===== src/rtl/pixel_write_buffer_pkg.sv =====
// pixel_pkg: shared screen geometry, FSM states and FIFO entry layout for the pixel write buffer
package pixel_pkg;
  localparam int SCREEN_W = 320;
  localparam int SCREEN_H = 240;
  localparam int ADDR_W = 17;
  localparam int COLOR_W = 12;
  localparam int LAST_ADDR = SCREEN_W * SCREEN_H - 1;
  typedef enum logic [1:0] {S_PASS, S_DRAIN, S_CLEAR} state_t;
  typedef struct packed {
    logic [ADDR_W-1:0] addr;
    logic [COLOR_W-1:0] color;
  } pix_entry_t;
endpackage


===== src/rtl/pixel_write_buffer_if.sv =====
// pixel_write_buffer_if: frame-buffer write port, valid/ready handshake
interface pixel_write_buffer_if;
  import pixel_pkg::*;
  logic [ADDR_W-1:0] mem_addr;
  logic [COLOR_W-1:0] mem_data;
  logic mem_we;
  logic mem_ready;
  modport master(output mem_addr, output mem_data, output mem_we, input mem_ready);
  modport slave(input mem_addr, input mem_data, input mem_we, output mem_ready);
endinterface


===== src/rtl/pixel_write_buffer_fifo.sv =====
// pixel_fifo: synchronous FIFO; a push into a full FIFO succeeds when a pop happens in the same cycle
module pixel_fifo #(
  parameter int DEPTH = 16,
  parameter int WIDTH = 29
) (
  input  logic clk,
  input  logic resetn,
  input  logic push,
  input  logic pop,
  input  logic [WIDTH-1:0] wdata,
  output logic [WIDTH-1:0] rdata,
  output logic full,
  output logic empty,
  output logic [$clog2(DEPTH):0] count
);
  localparam int AW = $clog2(DEPTH);
  localparam int CW = AW + 1;
  logic [WIDTH-1:0] mem [DEPTH];
  logic [AW-1:0] wp, rp;
  logic do_push, do_pop;
  assign empty = count == '0;
  assign full = count == CW'(DEPTH);
  assign do_pop = pop && !empty;
  assign do_push = push && (!full || do_pop);
  assign rdata = mem[rp];
  always_ff @(posedge clk) if (do_push) mem[wp] <= wdata;
  always_ff @(posedge clk or negedge resetn)
    if (!resetn) begin
      wp <= '0;
      rp <= '0;
      count <= '0;
    end else begin
      wp <= wp + AW'(do_push);
      rp <= rp + AW'(do_pop);
      count <= count + CW'(do_push) - CW'(do_pop);
    end
endmodule


===== src/rtl/pixel_write_buffer.sv =====
// pixel_write_buffer: buffers view-stage pixels, maps X/Y to linear addresses and writes video memory; full-screen clear FSM.
// Optional PIXEL_WRITE_BUFFER_DROP_COUNT_EN adds a saturating drop_count of FIFO-full drops.
module pixel_write_buffer
  import pixel_pkg::*;
#(
  parameter int FIFO_DEPTH = 16,
  parameter int SCREEN_W = pixel_pkg::SCREEN_W,
  parameter int SCREEN_H = pixel_pkg::SCREEN_H,
  parameter int ADDR_W = pixel_pkg::ADDR_W
) (
  input  logic clk,
  input  logic resetn,
  input  logic [8:0] in_x,
  input  logic [7:0] in_y,
  input  logic [COLOR_W-1:0] in_color,
  input  logic in_we,
  input  logic clear_req,
  input  logic [COLOR_W-1:0] clear_color,
  pixel_write_buffer_if.master mem,
  output logic idle,
  output logic overflow,
  output logic clear_done
`ifdef PIXEL_WRITE_BUFFER_DROP_COUNT_EN
  ,
  output logic [15:0] drop_count
`endif
);
  typedef struct packed {
    logic [ADDR_W-1:0] addr;
    logic [COLOR_W-1:0] color;
  } entry_t;
  localparam logic [ADDR_W-1:0] LAST = ADDR_W'(SCREEN_W * SCREEN_H - 1);
  entry_t wr_e, rd_e;
  state_t state;
  logic [ADDR_W-1:0] cnt;
  logic [COLOR_W-1:0] fill;
  logic [$clog2(FIFO_DEPTH):0] count;
  logic in_ok, full, empty, pop, drop, xfer, load, last_xfer;
  assign in_ok = in_we && 32'(in_x) < SCREEN_W && 32'(in_y) < SCREEN_H;
  assign wr_e = '{addr: ADDR_W'(in_y) * ADDR_W'(SCREEN_W) + ADDR_W'(in_x), color: in_color};
  assign xfer = mem.mem_we && mem.mem_ready;
  assign load = !mem.mem_we || xfer;
  assign last_xfer = xfer && state == S_CLEAR && mem.mem_addr == LAST;
  // the FIFO is held during a clear, except on its final beat so throughput stays 1/cycle
  assign pop = load && !empty && (state != S_CLEAR || last_xfer);
  assign drop = in_ok && full && !pop;
  assign idle = count == '0 && !mem.mem_we && state == S_PASS;
  pixel_fifo #(.DEPTH(FIFO_DEPTH), .WIDTH($bits(entry_t))) u_fifo (
    .clk(clk),
    .resetn(resetn),
    .push(in_ok),
    .pop(pop),
    .wdata(wr_e),
    .rdata(rd_e),
    .full(full),
    .empty(empty),
    .count(count)
  );
  always_ff @(posedge clk or negedge resetn)
    if (!resetn) begin
      state <= S_PASS;
      cnt <= '0;
      fill <= '0;
      mem.mem_addr <= '0;
      mem.mem_data <= '0;
      mem.mem_we <= 1'b0;
      overflow <= 1'b0;
      clear_done <= 1'b0;
    end else begin
      clear_done <= last_xfer;
      if (drop) overflow <= 1'b1;
      if (state == S_PASS && clear_req) begin
        fill <= clear_color;
        state <= S_DRAIN;
      end
      if (state == S_DRAIN && load && empty) state <= S_CLEAR;
      if (last_xfer) begin
        state <= S_PASS;
        cnt <= '0;
      end
      if (load && state == S_CLEAR && !last_xfer) begin
        mem.mem_addr <= cnt;
        mem.mem_data <= fill;
        mem.mem_we <= 1'b1;
        cnt <= cnt + ADDR_W'(1);
      end else if (load) begin
        mem.mem_we <= !empty;
        if (!empty) begin
          mem.mem_addr <= rd_e.addr;
          mem.mem_data <= rd_e.color;
        end
      end
    end
`ifdef PIXEL_WRITE_BUFFER_DROP_COUNT_EN
  always_ff @(posedge clk or negedge resetn)
    if (!resetn) drop_count <= '0;
    else if (drop && drop_count != 16'hFFFF) drop_count <= drop_count + 16'd1;
`endif
endmodule


===== src/flat_wrapper.sv =====
// flat-port wrapper written by rule: the top's interface ports become plain ports
module pixel_write_buffer_flat import pixel_pkg::*;
#(
  parameter int FIFO_DEPTH = 16,
  parameter int SCREEN_W = pixel_pkg::SCREEN_W,
  parameter int SCREEN_H = pixel_pkg::SCREEN_H,
  parameter int ADDR_W = pixel_pkg::ADDR_W
)
  (clk, resetn, in_x, in_y, in_color, in_we, clear_req, clear_color, idle, overflow, clear_done, mem_mem_addr, mem_mem_data, mem_mem_we, mem_mem_ready);
  pixel_write_buffer_if mem_i ();
  input  logic clk;
  input  logic resetn;
  input  logic [8:0] in_x;
  input  logic [7:0] in_y;
  input  logic [COLOR_W-1:0] in_color;
  input  logic in_we;
  input  logic clear_req;
  input  logic [COLOR_W-1:0] clear_color;
  output logic idle;
  output logic overflow;
  output logic clear_done;
  output wire logic [$bits(mem_i.mem_addr)-1:0] mem_mem_addr;
  output wire logic [$bits(mem_i.mem_data)-1:0] mem_mem_data;
  output wire logic [$bits(mem_i.mem_we)-1:0] mem_mem_we;
  input wire logic [$bits(mem_i.mem_ready)-1:0] mem_mem_ready;
  assign mem_mem_addr = mem_i.mem_addr;
  assign mem_mem_data = mem_i.mem_data;
  assign mem_mem_we = mem_i.mem_we;
  assign mem_i.mem_ready = mem_mem_ready;
  pixel_write_buffer #(.FIFO_DEPTH(FIFO_DEPTH), .SCREEN_W(SCREEN_W), .SCREEN_H(SCREEN_H), .ADDR_W(ADDR_W)) u_core (.clk(clk), .resetn(resetn), .in_x(in_x), .in_y(in_y), .in_color(in_color), .in_we(in_we), .clear_req(clear_req), .clear_color(clear_color), .mem(mem_i), .idle(idle), .overflow(overflow), .clear_done(clear_done));
endmodule

===== config.mk =====
export PLATFORM = sky130hd
export DESIGN_NAME = pixel_write_buffer_flat
export DESIGN_NICKNAME = d
export VERILOG_FILES = /design/src/rtl/pixel_write_buffer_pkg.sv /design/src/rtl/pixel_write_buffer_if.sv /design/src/rtl/pixel_write_buffer_fifo.sv /design/src/rtl/pixel_write_buffer.sv /design/src/flat_wrapper.sv
export SDC_FILE = /design/constraint.sdc
export NUM_CORES = 1
export LEC_CHECK = 0
export ABC_CLOCK_PERIOD_IN_PS = 4800
export BUFFER_PORTS_ARGS = -buffer_cell sky130_fd_sc_hd__buf_2
export CELL_PAD_IN_SITES_DETAIL_PLACEMENT = 0
export CELL_PAD_IN_SITES_GLOBAL_PLACEMENT = 1
export CORE_ASPECT_RATIO = 1.5
export CORE_MARGIN = 5
export CORE_UTILIZATION = 49
export DETAILED_ROUTE_END_ITERATION = 8
export PLACE_DENSITY = 0.84
export SLEW_MARGIN = 0
export SYNTH_ARGS = -nofsm -noshare
export SYNTH_HDL_FRONTEND = slang
export SYNTH_SLANG_ARGS = --single-unit
export TNS_END_PERCENT = 20

===== constraint.sdc =====
create_clock -name clk -period 4.8 [get_ports clk]
set_input_delay 0.48 -clock clk [delete_from_list [all_inputs] [get_ports clk]]
set_output_delay 0.48 -clock clk [all_outputs]
set_load 0.01 [all_outputs]

# Yosys cells after proc, flatten, opt, wreduce, memory -nomap -nowiden
# Memory sizes are Yosys's and may differ from the RTL's.
# Cells that the tools add are included.
# word_totals
register_bits	76
mem_bits_rw	464
inputBits	46
out_inout_bits	33
n_memories	1
# memory_table
memory	depth	width	read_ports	rd_clocked_by_memory_dff	write_ports	line	source
u_core.u_fifo.mem	16	29	1	0	1	pixel_write_buffer_fifo.sv:18	logic [WIDTH-1:0] mem [DEPTH];
# classes
n_addsub	6
mul	1
order_cmp	2
n_eq_ne	6
muxes	15
n_reduce_logical	32
# ops
operator	count
$mux 17	5
$mux 12	3
$logic_and 1x1->1	18
$add 17x1->17 const B	1
$add 17x9->17	1
$eq 17x17->1 const B	1
$mul 8x3->11 const B	1
$lt 9x9->1 const B	1
$add 4x1->4	2
$lt 8x8->1 const B	1
$mux 2	3
$add 5x1->5	1
$eq 5x5->1 const B	1
$logic_not 1->1	5
$logic_not 5->1	1
$sub 5x1->5	1
$mux 1	4
$ne 2x2->1 const B	2
$reduce_bool 2->1	2
$logic_or 1x1->1	3
$reduce_bool 3->1	1
$eq 2x1->1 const B	1
$eq 2x2->1 const B	1
$logic_not 2->1	1
$reduce_and 2->1	1

# Depth between registers and ports, before layout
# Gate-level depths: netlist of the first run.
# depth
depth_word	10
ltp_mapped	19
mapped_depth_nobuf	17

# Cells and area by module
# A second synthesis of the first run with hierarchy kept.
# hier_totals
cells_unflattened	1126
hier_area_um2	21644.5
# modules_own_cells
mod	instances	cells_each	area_per_inst_um2	seq_area_each_um2
pixel_fifo	1	790	18102.4	14258.7
pixel_write_buffer	1	336	3542.1	1576.5

# Worst setup path before layout of the first run
# Ideal clock, no wire load.
# synth_path
path_kind	input port to flip-flop
startpoint	input mem_mem_ready
endpoint	memory u_core.u_fifo.mem[4][0] (enable)
t_arrival_ps	4469
required_time_ps	4312
slack_ps	-157
cell_stages	6
n_path_buf	1
path_cell_list	nand4_1 > or4_4 > o21ai_1 > a21oi_2 > buf_2 > nor4_1
# synth_via
elab_chain_len	10
word_cells_on_any_way	12
cone_classes	mux (2); reduce/logical (10)
# synth_lines
element	line	source
start: declaration	flat_wrapper.sv:25	input wire logic [$bits(mem_i.mem_ready)-1:0] mem_mem_ready;
$logic_and 1x1->1 *	pixel_write_buffer.sv:41	assign xfer = mem.mem_we && mem.mem_ready;
$logic_and 1x1->1 (2 in series)	pixel_write_buffer.sv:43	assign last_xfer = xfer && state == S_CLEAR && mem.mem_addr == LAST;
$logic_or 1x1->1	pixel_write_buffer.sv:45	assign pop = load && !empty && (state != S_CLEAR || last_xfer);
$logic_and 1x1->1 *	pixel_write_buffer.sv:45	
$logic_and 1x1->1 *	pixel_write_buffer_fifo.sv:23	assign do_pop = pop && !empty;
$logic_or 1x1->1 *	pixel_write_buffer_fifo.sv:24	assign do_push = push && (!full || do_pop);
$logic_and 1x1->1 *	pixel_write_buffer_fifo.sv:24	
$mux 1 *	pixel_write_buffer_fifo.sv:26	always_ff @(posedge clk) if (do_push) mem[wp] <= wdata;
$mux 1 (implied by the code) *	pixel_write_buffer_fifo.sv:26	
end: declaration	pixel_write_buffer_fifo.sv:18	
# Every way passes the cells marked *; elsewhere a longest branch is shown, timed or not.

# Worst setup path in the final report of the first run
# layout_path
startpoint	register u_core.u_fifo.count[3]
endpoint	register u_core.u_fifo.count[4]
# layout_via
elab_chain_len	9
word_cells_on_any_way	11
cone_classes	add/sub (2); eq/ne (1); reduce/logical (8)
# layout_lines
element	line	source
start: declaration	pixel_write_buffer_fifo.sv:14	output logic [$clog2(DEPTH):0] count
start signal: assignment	pixel_write_buffer_fifo.sv:35	count <= count + CW'(do_push) - CW'(do_pop);
$logic_not 5->1	pixel_write_buffer_fifo.sv:21	assign empty = count == '0;
$logic_not 1->1	pixel_write_buffer_fifo.sv:23, pixel_write_buffer.sv:45	
$logic_and 1x1->1 (2 in series)	pixel_write_buffer.sv:45	
$logic_and 1x1->1	pixel_write_buffer_fifo.sv:23	
$logic_or 1x1->1	pixel_write_buffer_fifo.sv:24	
$logic_and 1x1->1	pixel_write_buffer_fifo.sv:24	
$add 5x1->5	pixel_write_buffer_fifo.sv:35	
$sub 5x1->5 *	pixel_write_buffer_fifo.sv:35	
# Marks and branches as above.
# A chain may end at the register's enable or synchronous reset.

==> summary.txt, run 1 <==
Clock network
  • Clock Tree Buf Depth: 3
  • Clk sinks: 540
  • H-tree depth: 2
  • Clk_lat worst skew: 0.56 ns
  • Hold_buf cts: 0
  • CTS tree: yes
  • Post CTS Setup Buffer Count: 0
  • Post_cts resized: 0
  • Num CTS Buffers: 45
  • Root buffer cell: clkbuf_16
  • CTS clock-pin slew for the worst setup and hold paths: 0.07 ns

Global routing
  • First-pass GRT wire length: 72800 um
  • Vias in the first global route: 11900
  • GRT Overall Usage: 0.197
  • Largest net degree at the start of global routing: 77
  • Total gr overflow: 0
  • Initial antenna violation count: 3

Yosys
  • Top FF cell, synth: edfxtp_1
  • Post-synthesis area per instance: 18.8 um^2
  • Largest cells by area after synthesis: edfxtp_1 64%, mux4_2 11%, dfrtp_1 8.7%
  • Post-Syn Instances: 1166
  • Syn nets: 1241
  • FF+latch count, synth: 540
  • Syn. warnings: 0
  • Synthesized area: 21900 um^2
  • Number of flops mapped to enable cells by yosys: 464
  • Post-synthesis sequential area ratio: 0.724
  • Asr flop ratio synth: 0.141
  • Synth top area share: 0.637
  • Dominant cell type by area after synthesis: edfxtp_1
  • Yosys cell types: 59

Routing
  • Routed wire per std cell: 25.6 um
  • DRT iter0 DRCs: 1078
  • DRT antenna net count: 0
  • Routed wire length: 48000 um
  • Via/cell ratio: 6.07
  • Detailed-route DRC error count: 0
  • First drt pass iteration count: 5
  • DR vias: 11400

Final layout
  • Design area: 24500 um^2
  • Register area: 15800 um^2
  • Final nets: 1339
  • Layout overhead on the synthesized area: 11.8%
  • Multi-input logic area: 5700 um^2
  • Layout cells sized above 1: 0.255
  • Fill count: 3279

Setup path
  • FF-to-FF setup slack: 1.18 ns
  • Worst EP arrival: 4.07 ns
  • CP required: 5.24 ns
  • Setup Crit Path Kind: reg -> reg
  • Setup crit end: u_core.u_fifo.count[4]
  • Worst-path fanout max: 28
  • Reg2reg end: u_core.u_fifo.count[4]
  • Worst Reg2Reg Path Length in Cells: 17
  • Worst reg2reg startpoint: u_core.u_fifo.count[3]
  • CP Launch Type: register
  • Worst Setup SP: u_core.u_fifo.count[3]
  • CP Capture Type: register

STA
  • Final Cycle Share: 0.755
  • Final Hold Vio Count: 0
  • Slew margin rel.: 0.157
  • Clock Skew: 0.0151 ns
  • Worst-Margin Slew: 1.26 ns
  • Unrepaired setup endpoints after global routing: no
  • Max Slew Vio Count: 0
  • Fmax: 276 MHz
  • Fin crit period: 3.62 ns
  • # setup viols final: 0
  • Setup TNS: 0 ns

Floorplanning
  • Die area: 49100 um^2
  • Die H: 269 um
  • Die width: 183 um
  • Row count: 94
  • Core Area: 44000 um^2
  • Initial Util: 0.497
  • I/O pins: 79

Pwr
  • VDD IR-drop max: 303 uV
  • Leakage power: 8.30 nW
  • Power Dens Cells: 554 nW/um^2
  • Tot Pwr: 13.6 mW

Placed design
  • Post-DP HPWL: 27000 um
  • Port Buffers: 78
  • DP Area: 23100 um^2
  • Final weighted congestion in routability-driven placement: 0.842

Worst hold path
  • Hold Path Class: in -> async

Run
  • Max-cap viol count: 0

Status
  • Result of the run: finished clean
state kept, by name, indices dropped and copies added, names as in the netlist:
| register | cells |
|---|---|
| u_core.u_fifo.mem | 464 |
| u_core.cnt | 17 |
| u_core.mem.mem_addr | 17 |
| u_core.fill | 12 |
| u_core.mem.mem_data | 12 |
| u_core.u_fifo.count | 5 |
| u_core.u_fifo.rp | 4 |
| u_core.u_fifo.wp | 4 |
| u_core.state | 2 |
| u_core.clear_done | 1 |
| u_core.mem.mem_we | 1 |
| u_core.overflow | 1 |
metal layers:
layer / track usage / wire, um / up-vias
met3: 0.0290 / 3040 / 70
met1: 0.244 / 17800 / 5962
met4: 0.0601 / 1200 / 0
met2: 0.360 / 26000 / 420
li1: - / - / 4955
met5: 0 / 0 / -
worst min-delay path by stage:
stage / from / end
floorplan: resetn / u_core.clear_done
CTS: resetn / u_core.u_fifo.count[4]
detailed placement: u_core.overflow / u_core.overflow
global placement: u_core.overflow / u_core.overflow
global route: resetn / u_core.u_fifo.wp[3]
finish: resetn / u_core.u_fifo.wp[3]
cell usage after synthesis (2+ instances only):
| master | n |
|---|---|
| edfxtp_1 | 464 |
| buf_1 | 4 |
| o21a_1 | 13 |
| mux2i_1 | 48 |
| a22o_1 | 6 |
| nor4_1 | 20 |
| clkbuf_1 | 28 |
| or4_1 | 4 |
| or3_1 | 3 |
| and3_1 | 2 |
| buf_4 | 7 |
| nor3b_1 | 2 |
| nand2_1 | 46 |
| nor2b_1 | 6 |
| a21o_1 | 6 |
| or2_2 | 3 |
| o2bb2ai_1 | 2 |
| dfrtp_1 | 76 |
| and2_1 | 5 |
| nand3_1 | 31 |
| a221oi_1 | 33 |
| nand2_2 | 2 |
| o21ai_0 | 13 |
| xor2_1 | 5 |
| ha_1 | 26 |
| buf_2 | 16 |
| fa_1 | 3 |
| a41oi_1 | 2 |
| nor3_1 | 7 |
| o21ai_1 | 7 |
| nand4_1 | 7 |
| o211ai_1 | 5 |
| a21oi_1 | 17 |
| xnor2_1 | 14 |
| nand2b_1 | 7 |
| mux4_2 | 109 |
| inv_1 | 37 |
| mux2_2 | 14 |
| buf_6 | 5 |
| nor2_1 | 15 |
| a211oi_1 | 2 |
| o221ai_1 | 27 |
final cells by class:
| cell class | instances | share of cell area |
|---|---|---|
| multi-input cells | 527 | 0.233 |
| inverters | 39 | 0.00604 |
| flip-flops and latches | 540 | 0.648 |
| repair buffers | 111 | 0.0272 |
| well taps | 576 | 0.0295 |
| clock buffers | 58 | 0.0498 |
| clock inverters | 25 | 0.00660 |
| diodes | 3 | 0.000307 |
power by group:
group	internal, mW	total [mW]	switching [mW]
registers	5.73	6.10	0.371
logic	1.78	4.00	2.21
clock network	1.86	3.46	1.60
worst max-delay path: stages, from the launching register on:
cell	delay (ns)
dfrtp_1	0.39
inv_1	0.09
ha_1	0.15
or4b_1	0.58
nand2_2	0.49
inv_1	0.23
a21oi_2	0.19
or2_2	0.12
ha_1	0.21
inv_1	0.06
ha_1	0.16
inv_1	0.06
fa_1	0.40
inv_1	0.07
a21oi_1	0.06
nor2_1	0.08
nor2_1	0.05
xnor2_1	0.11
cell usage in the layout (no fill, tap or decap), types with 26 or more instances in the layout:
master	synthesis	routed
mux2i_1	48	48
edfxtp_1	464	464
nand3_1	31	31
mux4_2	109	109
buf_2	16	77
dfrtp_1	76	74
o221ai_1	27	27
ha_1	26	26
nand2_1	46	46
clkbuf_16	0	47
buf_4	7	32
a221oi_1	33	33
inv_1	37	37
metrics by stage:
step	hold slack, ns	utilization	instances	worst slack (ns)
2_1_floorplan	0.184	-	1166	-0.157
3_3_place_gp	0.451	0.525	1793	1.26
3_5_place_dp	0.460	0.525	1793	1.18
4_1_cts	0.0866	0.556	1876	1.16
5_1_grt	0.139	0.556	1877	0.882
6_report	0.0529	0.556	1879	1.18
logic make-up after synthesis:
kind of cell,synth area share
DFF,0.724
muxes,0.141
and+or+nand+nor,0.0401
AOI/OAI and AO/OA,0.0487
buffers and inverters,0.0209
adders and majority gates,0.0176
xor gates and xnor gates,0.00761
No activity file was read; power rests on OpenSTA's default activity.
==> inputs of run 2 (changes only) <==
--- a/config.mk
+++ b/config.mk
@@ -5,7 +5,7 @@
 export SDC_FILE = /design/constraint.sdc
 export NUM_CORES = 1
 export LEC_CHECK = 0
-export ABC_CLOCK_PERIOD_IN_PS = 4800
+export ABC_CLOCK_PERIOD_IN_PS = 3310
 export BUFFER_PORTS_ARGS = -buffer_cell sky130_fd_sc_hd__buf_2
 export CELL_PAD_IN_SITES_DETAIL_PLACEMENT = 0
 export CELL_PAD_IN_SITES_GLOBAL_PLACEMENT = 1
==> constraint.sdc (replaced) <==
create_clock -name clk -period 3.31 [get_ports clk]
set_input_delay 0.331 -clock clk [delete_from_list [all_inputs] [get_ports clk]]
set_output_delay 0.331 -clock clk [all_outputs]
set_load 0.01 [all_outputs]
==> run 2 against run 1 <==
  * Highest routed layer is now met5
  * Register-to-register slack lost 0.99 ns
  * Routed wire length grew 3.2%
  * First-iteration DRC count grew 5.2%
  * Final cell count grew 2.2%
  * Sequential cell count is the same
  * Via count grew 3.2%
==> summary.txt, run 2 (synthesized netlist as in run 1, its figures left out) <==
Clock network
  • Clk sinks: 540 (unchanged)
  • Num CTS Buffers: 46 (+2.2%)
  • CTS tree: yes
  • Clock Tree Buf Depth: 3 (unchanged)
  • Post CTS Setup Buffer Count: 0 (unchanged)
  • H-tree depth: 2 (unchanged)
  • Clk_lat worst skew: 0.56 ns (about the same)
  • CTS clock-pin slew for the worst setup and hold paths: 0.07 ns (about the same)
  • Root buffer cell: clkbuf_16

Placed design
  • Placed Cells: 1823 (+1.7%)
  • Final weighted congestion in routability-driven placement: 0.872 (+3.7%)
  • Port Buffers: 78 (unchanged)
  • DP Area: 23700 um^2 (+2.6%)
  • Post-DP HPWL: 29500 um (+9.0%)

Setup path
  • Worst EP arrival: 3.57 ns (-0.50 ns)
  • Worst-path fanout max: 3 (-89%)
  • CP dominant cell by count: inv_1
  • Cells along the critical path: nand2b_1 -> or4_4 -> o21ai_2 -> buf_4 -> a21oi_4 -> or2_2 -> ha_1 -> inv_1 -> ha_1 -> inv_1 -> fa_1 -> inv_1 -> a21oi_1 -> nor2_1 -> nor2_1 -> xnor2_1
  • Slowest-stage cell, CP: or4_4
  • CP delay by family, top: simple AND/OR/NAND/NOR gates
  • Worst Reg2Reg Path Length in Cells: 16 (-1)
  • CP Capture Type: register
  • Reg2reg end: u_core.u_fifo.count[4]
  • Setup Crit Path Kind: reg -> reg
  • CP Launch Type: register
  • CP required: 3.76 ns (-1.48 ns)
  • Worst reg2reg startpoint: u_core.mem.mem_addr[15]
  • FF-to-FF setup slack: 0.19 ns (-0.99 ns)
  • Largest stage delay, worst path: 0.50 ns (-0.08 ns)
  • Buf/Inv on CP: 4 (-1)

Floorplanning
  • Die area: 49100 um^2 (unchanged)
  • I/O pins: 79 (unchanged)
  • Row count: 94 (unchanged)
  • Core Area: 44000 um^2 (unchanged)
  • Initial Util: 0.497 (unchanged)
  • Die width: 183 um (unchanged)
  • Die H: 269 um (unchanged)

Routing
  • Routed wire length: 49600 um (+3.2%)
  • DRT iter0 DRCs: 1134 (+5.2%)
  • Detailed-route DRC error count: 0 (unchanged)
  • Via/cell ratio: 6.13 (+1.0%)
  • Routed wire per std cell: 25.8 um (+1.0%)
  • DRT antenna net count: 0 (unchanged)
  • First drt pass iteration count: 5 (unchanged)
  • DR vias: 11800 (+3.2%)

Pwr
  • Leakage power: 8.61 nW (+3.7%)
  • Power Dens Cells: 807 nW/um^2 (+46%)
  • Tot Pwr: 20.4 mW (+50%)
  • VDD IR-drop max: 455 uV (+50%)

Worst hold path
  • Worst Hold Path Cells: 2
  • Hold Path Class: in -> reg
  • Hold Crit Start: clear_color[6]
  • Hold endpoint: u_core.fill[6]

STA
  • Clock Skew: 0.0106 ns (-0.00451 ns)
  • Unrepaired setup endpoints after global routing: no
  • Final Hold Vio Count: 0 (unchanged)
  • Worst-Margin Slew: 1.15 ns (-0.110 ns)
  • Slew margin rel.: 0.233 (+0.0761)
  • Fin crit period: 3.12 ns (-0.504 ns)
  • Fmax: 321 MHz (+16%)
  • Final Cycle Share: 0.942 (+0.187)
  • Max Slew Vio Count: 0 (unchanged)
  • # setup viols final: 0 (unchanged)

Final layout
  • Layout cells sized above 1: 0.270 (+0.0157)
  • Commonest cells after routing, fill and taps aside: 464 x edfxtp_1, 109 x mux4_2, 77 x buf_2
  • Final nets: 1381 (+3.1%)
  • Design area: 25300 um^2 (+3.4%)
  • Final core occ: 0.575 (+0.0189)
  • Non-Filler Instances: 1920 (+2.2%)
  • Fill count: 3159 (-3.7%)
  • Max reg flops: 464 (unchanged)
  • Most flops, register: u_core.u_fifo.mem
  • Layout overhead on the synthesized area: 15.6%
  • Biggest registers after layout: u_core.u_fifo.mem x464, u_core.cnt x17, u_core.mem.mem_addr x17
  • Most common cell after layout, fill and taps aside: edfxtp_1

Global routing
  • GRT Overall Usage: 0.204 (+0.00727)
  • Largest net degree at the start of global routing: 77 (unchanged)
  • Total gr overflow: 0 (unchanged)
  • Vias in the first global route: 12300 (+3.1%)
  • Initial antenna violation count: 2 (-1)
  • First-pass GRT wire length: 75800 um (+4.2%)

Run
  • Max-cap viol count: 0 (unchanged)

Status
  • Result of the run: finished clean
## run 2: metrics by stage
step	setup WS (ns)	setup TNS (ns)	hold WS, ns
after floorplan	-0.479	-178.45	0.0354
after global placement	0.0446	0	0.447
after detailed placement	-0.121	-2.71	0.459
after CTS	0.162	0	0.00823
after global routing	0.00504	0	0.0104
final	0.191	0	0.0352
## run 2: how the worst max path moves through the flow
stage	startpoint	end	slack, ns	cells after the start
after floorplan	u_core.mem.mem_addr[15]	u_core.u_fifo.mem[12][0]	-0.48	6
after global placement	in_y[1]	u_core.u_fifo.mem[12][27]	0.04	9
after detailed placement	in_y[1]	u_core.u_fifo.mem[14][27]	-0.12	9
after CTS	u_core.mem.mem_addr[15]	u_core.u_fifo.count[4]	0.16	16
after global routing	u_core.mem.mem_we	u_core.u_fifo.count[4]	0.005	16
final	u_core.mem.mem_addr[15]	u_core.u_fifo.count[4]	0.19	16
## run 2: routing by layer
metal	vias up	GRT usage	wire, um
li1	5053	-	-
met1	6144	0.252	18200
met2	478	0.373	26800
met3	98	0.0316	3240
met4	2	0.0637	1400
met5	-	0	7
## run 2: cell type report
class / count / area (um^2) / share of cell area
flip-flops and latches: 540 / 15800 / 0.626
inverters: 39 / 148 / 0.00584
repair buffers: 152 / 1230 / 0.0485
diodes: 1 / 2.50 / 0.0000989
well taps: 576 / 721 / 0.0285
multi-input cells: 527 / 5860 / 0.232
clock buffers: 62 / 1270 / 0.0504
clock inverters: 23 / 214 / 0.00846
## run 2: timing repair
item / CTS / global route
resized for setup: 0 / 1
endpoints found under the hold margin: 86 / 0
hold buffers: 11 / 0
setup endpoints to repair: 0 / 1
## run 2: power by group
part	switching [mW]	internal, mW
clock	2.36	3.02
combinational	3.42	2.82
sequential	0.481	8.30
total	6.26	14.1
## run 2: worst reg2reg max path: cells and delay by family (launching register included)
kind,cells,cell delay [ns]
compound gates,3,0.27
flops,1,0.39
fa+ha+maj,3,0.83
xor+xnor,1,0.11
simple gates,5,1.08
buf+inv,4,0.33
